File: src/rtl/instr_fetch_unit_if.sv
// Bus bundle between the fetch sequencer, its instruction ROM and the control unit.
// The sequencer takes the master view; the surrounding system takes the slave view.
interface instr_fetch_unit_if #(
  parameter int ADDR_W = 5
);
  logic              start;
  logic              stop;
  logic [ADDR_W-1:0] mem_addr;
  logic [15:0]       mem_rdata;
  logic [15:0]       instruction;
  logic              run;
  logic              done;
  logic [ADDR_W-1:0] pc;
  logic [15:0]       retired;
  logic              busy;
  logic              halted;
  logic              error;

  modport master (
    input  start, stop, mem_rdata, done,
    output mem_addr, instruction, run, pc, retired, busy, halted, error
  );

  modport slave (
    output start, stop, mem_rdata, done,
    input  mem_addr, instruction, run, pc, retired, busy, halted, error
  );
endinterface

File: src/rtl/instr_fetch_unit.sv
// Instruction fetch sequencer: walks the PC through a synchronous ROM, issues each word
// to the control unit with a run pulse, and handles HALT words, stop requests and a watchdog.
module instr_fetch_unit #(
  parameter int          ADDR_W    = 5,
  parameter logic [15:0] HALT_WORD = 16'hFFFF,
  parameter int          TIMEOUT   = 15
) (
  input logic                clk,
  input logic                reset,
  instr_fetch_unit_if.master bus
);

  localparam int WD_W = (TIMEOUT > 1) ? $clog2(TIMEOUT) : 1;
  localparam logic [WD_W-1:0] WD_LAST = WD_W'(TIMEOUT - 1);

  typedef enum logic [2:0] {
    IDLE,
    FETCH,
    LOAD,
    ISSUE,
    WAIT,
    HALTED
  } state_t;

  state_t            r_state;
  logic [ADDR_W-1:0] r_pc;
  logic [ADDR_W-1:0] r_memAddr;
  logic [15:0]       r_instruction;
  logic [15:0]       r_retired;
  logic              r_run;
  logic              r_busy;
  logic              r_halted;
  logic              r_error;
  logic              r_stopPending;
  logic [WD_W-1:0]   r_wdCount;

  logic [ADDR_W-1:0] w_pcNext;
  logic              w_stopReq;

  assign w_pcNext  = r_pc + ADDR_W'(1);
  assign w_stopReq = r_stopPending | bus.stop;

  // mem_addr is loaded on the edge entering FETCH so the ROM sees it during FETCH
  // and its registered data is ready to capture at the end of LOAD.
  always_ff @(posedge clk or posedge reset) begin
    if (reset) begin
      r_state       <= IDLE;
      r_pc          <= '0;
      r_memAddr     <= '0;
      r_instruction <= '0;
      r_retired     <= '0;
      r_run         <= 1'b0;
      r_busy        <= 1'b0;
      r_halted      <= 1'b0;
      r_error       <= 1'b0;
      r_stopPending <= 1'b0;
      r_wdCount     <= '0;
    end else begin
      case (r_state)
        IDLE: begin
          if (bus.start) begin
            r_state   <= FETCH;
            r_memAddr <= r_pc;
            r_busy    <= 1'b1;
          end
        end

        FETCH: begin
          if (bus.stop) r_stopPending <= 1'b1;
          r_state <= LOAD;
        end

        LOAD: begin
          if (bus.mem_rdata == HALT_WORD) begin
            r_state       <= HALTED;
            r_halted      <= 1'b1;
            r_busy        <= 1'b0;
            r_stopPending <= 1'b0;
          end else begin
            if (bus.stop) r_stopPending <= 1'b1;
            r_instruction <= bus.mem_rdata;
            r_run         <= 1'b1;
            r_state       <= ISSUE;
          end
        end

        ISSUE: begin
          if (bus.stop) r_stopPending <= 1'b1;
          r_run     <= 1'b0;
          r_wdCount <= '0;
          r_state   <= WAIT;
        end

        // A stop arriving together with done still lets the instruction retire first.
        WAIT: begin
          if (bus.done) begin
            r_pc      <= w_pcNext;
            r_retired <= r_retired + 16'd1;
            if (w_stopReq) begin
              r_state       <= IDLE;
              r_busy        <= 1'b0;
              r_stopPending <= 1'b0;
            end else begin
              r_state   <= FETCH;
              r_memAddr <= w_pcNext;
            end
          end else if (r_wdCount == WD_LAST) begin
            r_error       <= 1'b1;
            r_state       <= HALTED;
            r_halted      <= 1'b1;
            r_busy        <= 1'b0;
            r_stopPending <= 1'b0;
          end else begin
            if (bus.stop) r_stopPending <= 1'b1;
            r_wdCount <= r_wdCount + WD_W'(1);
          end
        end

        HALTED: begin
          if (bus.start) begin
            r_pc      <= '0;
            r_retired <= '0;
            r_error   <= 1'b0;
            r_memAddr <= '0;
            r_halted  <= 1'b0;
            r_busy    <= 1'b1;
            r_state   <= FETCH;
          end
        end

        default: begin
          r_state  <= IDLE;
          r_run    <= 1'b0;
          r_busy   <= 1'b0;
          r_halted <= 1'b0;
        end
      endcase
    end
  end

  assign bus.mem_addr    = r_memAddr;
  assign bus.instruction = r_instruction;
  assign bus.run         = r_run;
  assign bus.pc          = r_pc;
  assign bus.retired     = r_retired;
  assign bus.busy        = r_busy;
  assign bus.halted      = r_halted;
  assign bus.error       = r_error;

endmodule

File: src/flat_wrapper.sv
// flat-port wrapper written by rule: the top's interface ports become plain ports
module instr_fetch_unit_flat 
#(
  parameter int          ADDR_W    = 5,
  parameter logic [15:0] HALT_WORD = 16'hFFFF,
  parameter int          TIMEOUT   = 15
)
  (clk, reset, bus_start, bus_stop, bus_mem_rdata, bus_done, bus_mem_addr, bus_instruction, bus_run, bus_pc, bus_retired, bus_busy, bus_halted, bus_error);
  instr_fetch_unit_if #(.ADDR_W(ADDR_W)) bus_i ();
  input logic clk;
  input logic reset;
  input wire logic [$bits(bus_i.start)-1:0] bus_start;
  input wire logic [$bits(bus_i.stop)-1:0] bus_stop;
  input wire logic [$bits(bus_i.mem_rdata)-1:0] bus_mem_rdata;
  input wire logic [$bits(bus_i.done)-1:0] bus_done;
  output wire logic [$bits(bus_i.mem_addr)-1:0] bus_mem_addr;
  output wire logic [$bits(bus_i.instruction)-1:0] bus_instruction;
  output wire logic [$bits(bus_i.run)-1:0] bus_run;
  output wire logic [$bits(bus_i.pc)-1:0] bus_pc;
  output wire logic [$bits(bus_i.retired)-1:0] bus_retired;
  output wire logic [$bits(bus_i.busy)-1:0] bus_busy;
  output wire logic [$bits(bus_i.halted)-1:0] bus_halted;
  output wire logic [$bits(bus_i.error)-1:0] bus_error;
  assign bus_i.start = bus_start;
  assign bus_i.stop = bus_stop;
  assign bus_i.mem_rdata = bus_mem_rdata;
  assign bus_i.done = bus_done;
  assign bus_mem_addr = bus_i.mem_addr;
  assign bus_instruction = bus_i.instruction;
  assign bus_run = bus_i.run;
  assign bus_pc = bus_i.pc;
  assign bus_retired = bus_i.retired;
  assign bus_busy = bus_i.busy;
  assign bus_halted = bus_i.halted;
  assign bus_error = bus_i.error;
  instr_fetch_unit #(.ADDR_W(ADDR_W), .HALT_WORD(HALT_WORD), .TIMEOUT(TIMEOUT)) u_core (.clk(clk), .reset(reset), .bus(bus_i));
endmodule
File: config.mk
export PLATFORM = sky130hd
export DESIGN_NAME = instr_fetch_unit_flat
export DESIGN_NICKNAME = d
export VERILOG_FILES = /design/src/rtl/instr_fetch_unit_if.sv /design/src/rtl/instr_fetch_unit.sv /design/src/flat_wrapper.sv
export SDC_FILE = /design/constraint.sdc
export NUM_CORES = 1
export LEC_CHECK = 0
export CAP_MARGIN = 20
export CORE_ASPECT_RATIO = 1.4
export CORE_UTILIZATION = 49
export CTS_CLUSTER_SIZE = 28
export DETAILED_ROUTE_END_ITERATION = 8
export GPL_TIMING_DRIVEN = 0
export PLACE_DENSITY = 0.89
export SYNTH_ARGS = -nofsm -noshare
export SYNTH_HDL_FRONTEND = slang
export SYNTH_SLANG_ARGS = --single-unit
export TNS_END_PERCENT = 30
File: constraint.sdc
create_clock -name clk -period 1.96 [get_ports clk]
set_input_delay 0.392 -clock clk [delete_from_list [all_inputs] [get_ports clk]]
set_output_delay 0.392 -clock clk [all_outputs]
set_load 0.1 [all_outputs]
== After elaboration in Yosys (flattened, before gate mapping) ==
Index checks and enable logic that the tools add are counted.

* Register bits: 54
* Word-level logic and storage cells: 95
* Output and inout port bits: 46

* Eq/ne operators: 19
* Add/subtract/negate cells: 3
* Bitwise gates (word level): 5
* Multiplexer cells: 38
* Reduce and logical (&&, ||, !) cells: 19

{| class="wikitable"
|+ Operators by type and width
! kind !! count
|-
| 16-bit 2-to-1 mux || 2
|-
| 16-bit one-hot mux with 2 select lines || 1
|-
| 5-bit 2-to-1 mux || 5
|-
| 16-bit by 1-bit adder with 16-bit output (second input constant) || 1
|-
| 16-bit equality test (second input constant) || 1
|-
| 1-bit 2-to-1 mux || 15
|-
| 3-bit one-hot mux with 5 select lines || 1
|-
| 5-bit one-hot mux with 3 select lines || 1
|-
| 5-bit AND reduction || 3
|-
| 2-bit inequality test (second input constant) || 7
|-
| 3-bit 2-to-1 mux || 4
|-
| 5-bit one-hot mux with 2 select lines || 1
|-
| 4-bit 2-to-1 mux || 2
|-
| 1-bit one-hot mux with 4 select lines || 2
|-
| 4-bit one-hot mux with 2 select lines || 1
|-
| 2-bit AND reduction || 4
|-
| 3-bit by 2-bit equality test with 1-bit output (second input constant) || 2
|-
| 3-bit equality test (second input constant) || 2
|-
| 2-bit by 1-bit inequality test with 1-bit output (second input constant) || 3
|-
| 3-bit by 2-bit inequality test with 1-bit output (second input constant) || 2
|-
| 3-bit AND reduction || 2
|-
| 3-bit nonzero test || 2
|-
| 5-bit by 1-bit adder with 5-bit output (second input constant) || 1
|-
| 4-bit by 1-bit adder with 4-bit output (second input constant) || 1
|-
| other kinds (12) || 18
|}

== Depth between registers and ports, before layout ==
* Depth in word-level cells: 4
* Gate-level depth with buffers: 7
* Mapped depth without buffers: 7

== Worst setup path after synthesis ==
No wires, ideal clock.

* Path type: reg-to-reg
* Start: register u_core.r_retired[2], in the netlist u_core.bus.retired[2]
* End: register u_core.r_retired[11], in the netlist u_core.bus.retired[11]
* Stages on the path, launching flop included: 6
* Required time: 1886 ps
* Arrival: 2076 ps
* Library setup time: 74 ps
* Period minus slack after synthesis: 2149 ps
* Path slack: -189 ps
* Buffers on the path: 0
* Cell sequence: dfrtp_1 nand3_1 nor4_4 nand4_1 xor2_1 nor2_1

* Word-level cells in the longest chain between the ends: 3

{| class="wikitable"
|+ Ends and longest elaborated chain
! what !! line !! source
|-
| start: declaration || instr_fetch_unit.sv:29 || <nowiki>logic [15:0] r_retired;</nowiki>
|-
| start signal: assignment || instr_fetch_unit.sv:98 || <nowiki>r_retired <= r_retired + 16'd1;</nowiki>
|-
| 16-bit by 1-bit adder with 16-bit output || instr_fetch_unit.sv:98 ||
|-
| 16-bit 2-to-1 mux || instr_fetch_unit.sv:96 || <nowiki>if (bus.done) begin</nowiki>
|-
| 16-bit one-hot mux with 2 select lines || instr_fetch_unit.sv:59 || <nowiki>case (r_state)</nowiki>
|}

Every way passes these cells. The select of a mux whose other input is x is not followed.
A chain may end at the register's enable or synchronous reset.

== Worst setup path after layout ==
* Start: register u_core.r_instruction[4], in the netlist u_core.bus.instruction[4]
* End: output bus_instruction[4]

{| class="wikitable"
|+ RTL lines
! what !! line !! source
|-
| start: declaration || instr_fetch_unit.sv:28 || <nowiki>logic [15:0] r_instruction;</nowiki>
|-
| start signal: assignment || instr_fetch_unit.sv:81 || <nowiki>r_instruction <= bus.mem_rdata;</nowiki>
|-
| end: declaration || flat_wrapper.sv:17 || <nowiki>output wire logic [$bits(bus_i.instruction)-1:0] bus_instruction;</nowiki>
|}

No word-level cell between the ends.

==> out/qor.yml <==
globalRoute.totalOverflow: 0
core_sq_um: 5485
syn_inst: 270
critical-path-top-delay-family: "buffers and inverters"
crit_required_ns: 1.57
die_y_microns: 90.83
worst_pin_slew_ns: 0.9831
cp-start-kind: "flip-flop"
slew_headroom_pct: 34.71
rsz0062_at_grt: "false"
drtPass1Iterations: 4
status: "finished, final reports clean"
totalWireLength_microns: 6253
ys.warnings.count: 0
drive_gt1_share_pct: 20.46
grt_pass1_wl_microns: 10540
fillers: 433
cts_root_buf: "clkbuf_8"
die_area_sq_um: 5944
finalMaxSlewViolations: 0
placed_cell_area_sq_um: 3540
synth_edf_count: 0
yosysTopAreaCellShare_pct: 48.94
path_cells: "dlygate4sd2_1"
finalClockSkew_ns: 0.01012
syn_area_sq_um: 2761
cpMaxStageDelayCell: "dlygate4sd2_1"
grt_pass1_vias: 2327
rows: 32
numCtsBuffers: 5
area_growth_pct: 30.40
cts_tree: "yes"
crit_fanout: 2
vias_per_cell: 5.641
min_path_type: "input port to asynchronous set/reset pin"
synth_area_leader_cell: "dfrtp_1"
final_nets: 371
dr_total_vias: 2341
crit_path_end_kind: "output pin"
place_congestion: 0.8855
period_needed_ns: 1.926
slowest_delay_ns: 0.86
drt_iter0_drc: 150
setup_viol: 0
htree_levels: 2
async_reset_ff_share_pct: 100.0
port_buffers: 66
synth_nets: 295
antenna_found_initial: 0
synthFlopType: "dfrtp_1"
clock_latency_ns: 0.31
detail_route.wl_per_cell_microns: 15.07
post-route-period-util_pct: 98.27
diodes: 0
synth_area_leaders: "dfrtp_1 49%, mux2_4 5.4%, nor2_1 3.8%"
io_pins: 67
die_x_microns: 65.45
path_clk_slew_ns: 0.10
cts_sinks: 54
clockBufferDepth: 2
fin_area_sq_um: 3601
hold_viol: 0
critPathKind: "flip-flop to output pin"
drc_errors: 0
initial_utilization_pct: 50.34
regArea_sq_um: 1364
multiInputGateArea_sq_um: 1315
ant_nets: 0
synth_cell_types: 46
path_buf_inv: 1
grt_start_max_net_pins: 40
hpwl_microns: 4644
crit_arrival_ns: 1.53
grt_use_total_pct: 22.65
fmax_mhz: 519.2
ys_ff_latch: 54
synth.avg_cell_area_sq_um: 10.23
seq_area_frac_synth_pct: 48.94
drv_cap: 0
-- cell usage after synthesis, types with 3 or more instances --
cell type,number
a211oi_1,3
a21oi_1,20
a31oi_1,4
buf_2,3
clkbuf_1,6
dfrtp_1,54
ha_1,4
inv_1,6
mux2_2,6
mux2_4,10
nand2_1,21
nand2b_1,4
nand3_1,12
nand4_1,10
nor2_1,28
nor2b_1,4
nor3_1,14
o21ai_0,12
o31ai_1,4
xnor2_1,4
xor2_1,9
-- worst paths after layout --
path                                           start                      to  slack [ns]  cells after the start
max                        u_core.bus.instruction[4]      bus_instruction[4]        0.03                      1
min                                            reset   u_core.bus.retired[7]        0.35                      2
max reg2reg                      u_core.r_wdCount[0]         u_core.bus.busy        0.21                      6
min reg2reg                   u_core.bus.mem_addr[2]  u_core.bus.mem_addr[2]        0.49                      1
max in group asynchronous                      reset   u_core.bus.retired[1]        1.07                      3
min in group clk              u_core.bus.mem_addr[2]  u_core.bus.mem_addr[2]        0.49                      1
-- area by class of cell --
cell class	instances	share of cell area (%)
repair buffers	69	18.17
inverters	6	0.6254
clock buffers	6	2.015
flip-flops and latches	54	37.87
well taps	68	2.363
multi-input cells	198	36.52
clock inverters	2	0.3822
plain buffers	12	2.050
-- timing repair --
item                                    CTS  global route
endpoints found under the setup margin   47            39
gates resized for setup                  80            24
setup buffers                             0             2
pin swaps                                 0             4
hold buffers                              0             0
-- routing by layer --
metal  vias to the layer above  part of all wire [%]  track usage, %
met3                        14                   4.2           5.177
met1                      1126                    40           26.32
met4                         0                   2.9           10.69
met5                         -                     0               0
li1                       1131                     -               -
met2                        70                    53           38.40
-- registers in the layout, summed over array words and instances (netlist names) --
signal                  cells
u_core.bus.busy             1
u_core.bus.error            1
u_core.bus.halted           1
u_core.bus.instruction     16
u_core.bus.mem_addr         5
u_core.bus.pc               5
u_core.bus.retired         16
u_core.bus.run              1
u_core.r_state              3
u_core.r_stopPending        1
u_core.r_wdCount            4
-- cells by family after synthesis --
family                   count (synthesis)  synth area share, %
AO/OA/AOI/OAI                           54                12.19
XOR/XNOR                                13                4.123
adder cells (fa/ha/maj)                  4                1.812
buffers and inverters                   18                3.443
flip-flops                              54                48.94
multiplexers                            17                8.246
AND/OR/NAND/NOR                        110                21.25
-- metrics by stage --
step	setup TNS, ns	instances	setup WS, ns	utilization, %	hold WS [ns]
floorplan	-0.02160	270	-0.01703	-	0.4723
detailed placement	-8.190	405	-0.3399	64.53	0.4835
finish	0	415	0.03382	65.65	0.3518
global route	0	415	0.001116	65.65	0.3910
CTS	0	413	0.001816	65.83	0.3555
global placement	-48.25	404	-0.9012	64.17	0.4802
-- cells in the final DEF (no fill, tap or decap), drive strengths merged, types with 2 or more instances in the layout --
cell type	instances
clkdlybuf4s15	26
nand3	12
o211ai	2
ha	4
nor2	28
a31oi	4
xnor2	4
dlygate4sd2	11
nor3	15
clkinv	2
nand4	10
nor4	3
and3	2
nand2b	4
buf	9
xor2	9
mux2	16
o21a	2
or4	2
nand2	21
a21oi	21
o32ai	2
dfrtp	54
or2	2
o21ai	12
clkdlybuf4s50	19
inv	6
and2	2
clkbuf	21
a211oi	3
nor2b	4
o31ai	4
Power is left out: the tool's default activity adds up to more than one toggle a clock period on the data nets, which glitch-free logic cannot reach.
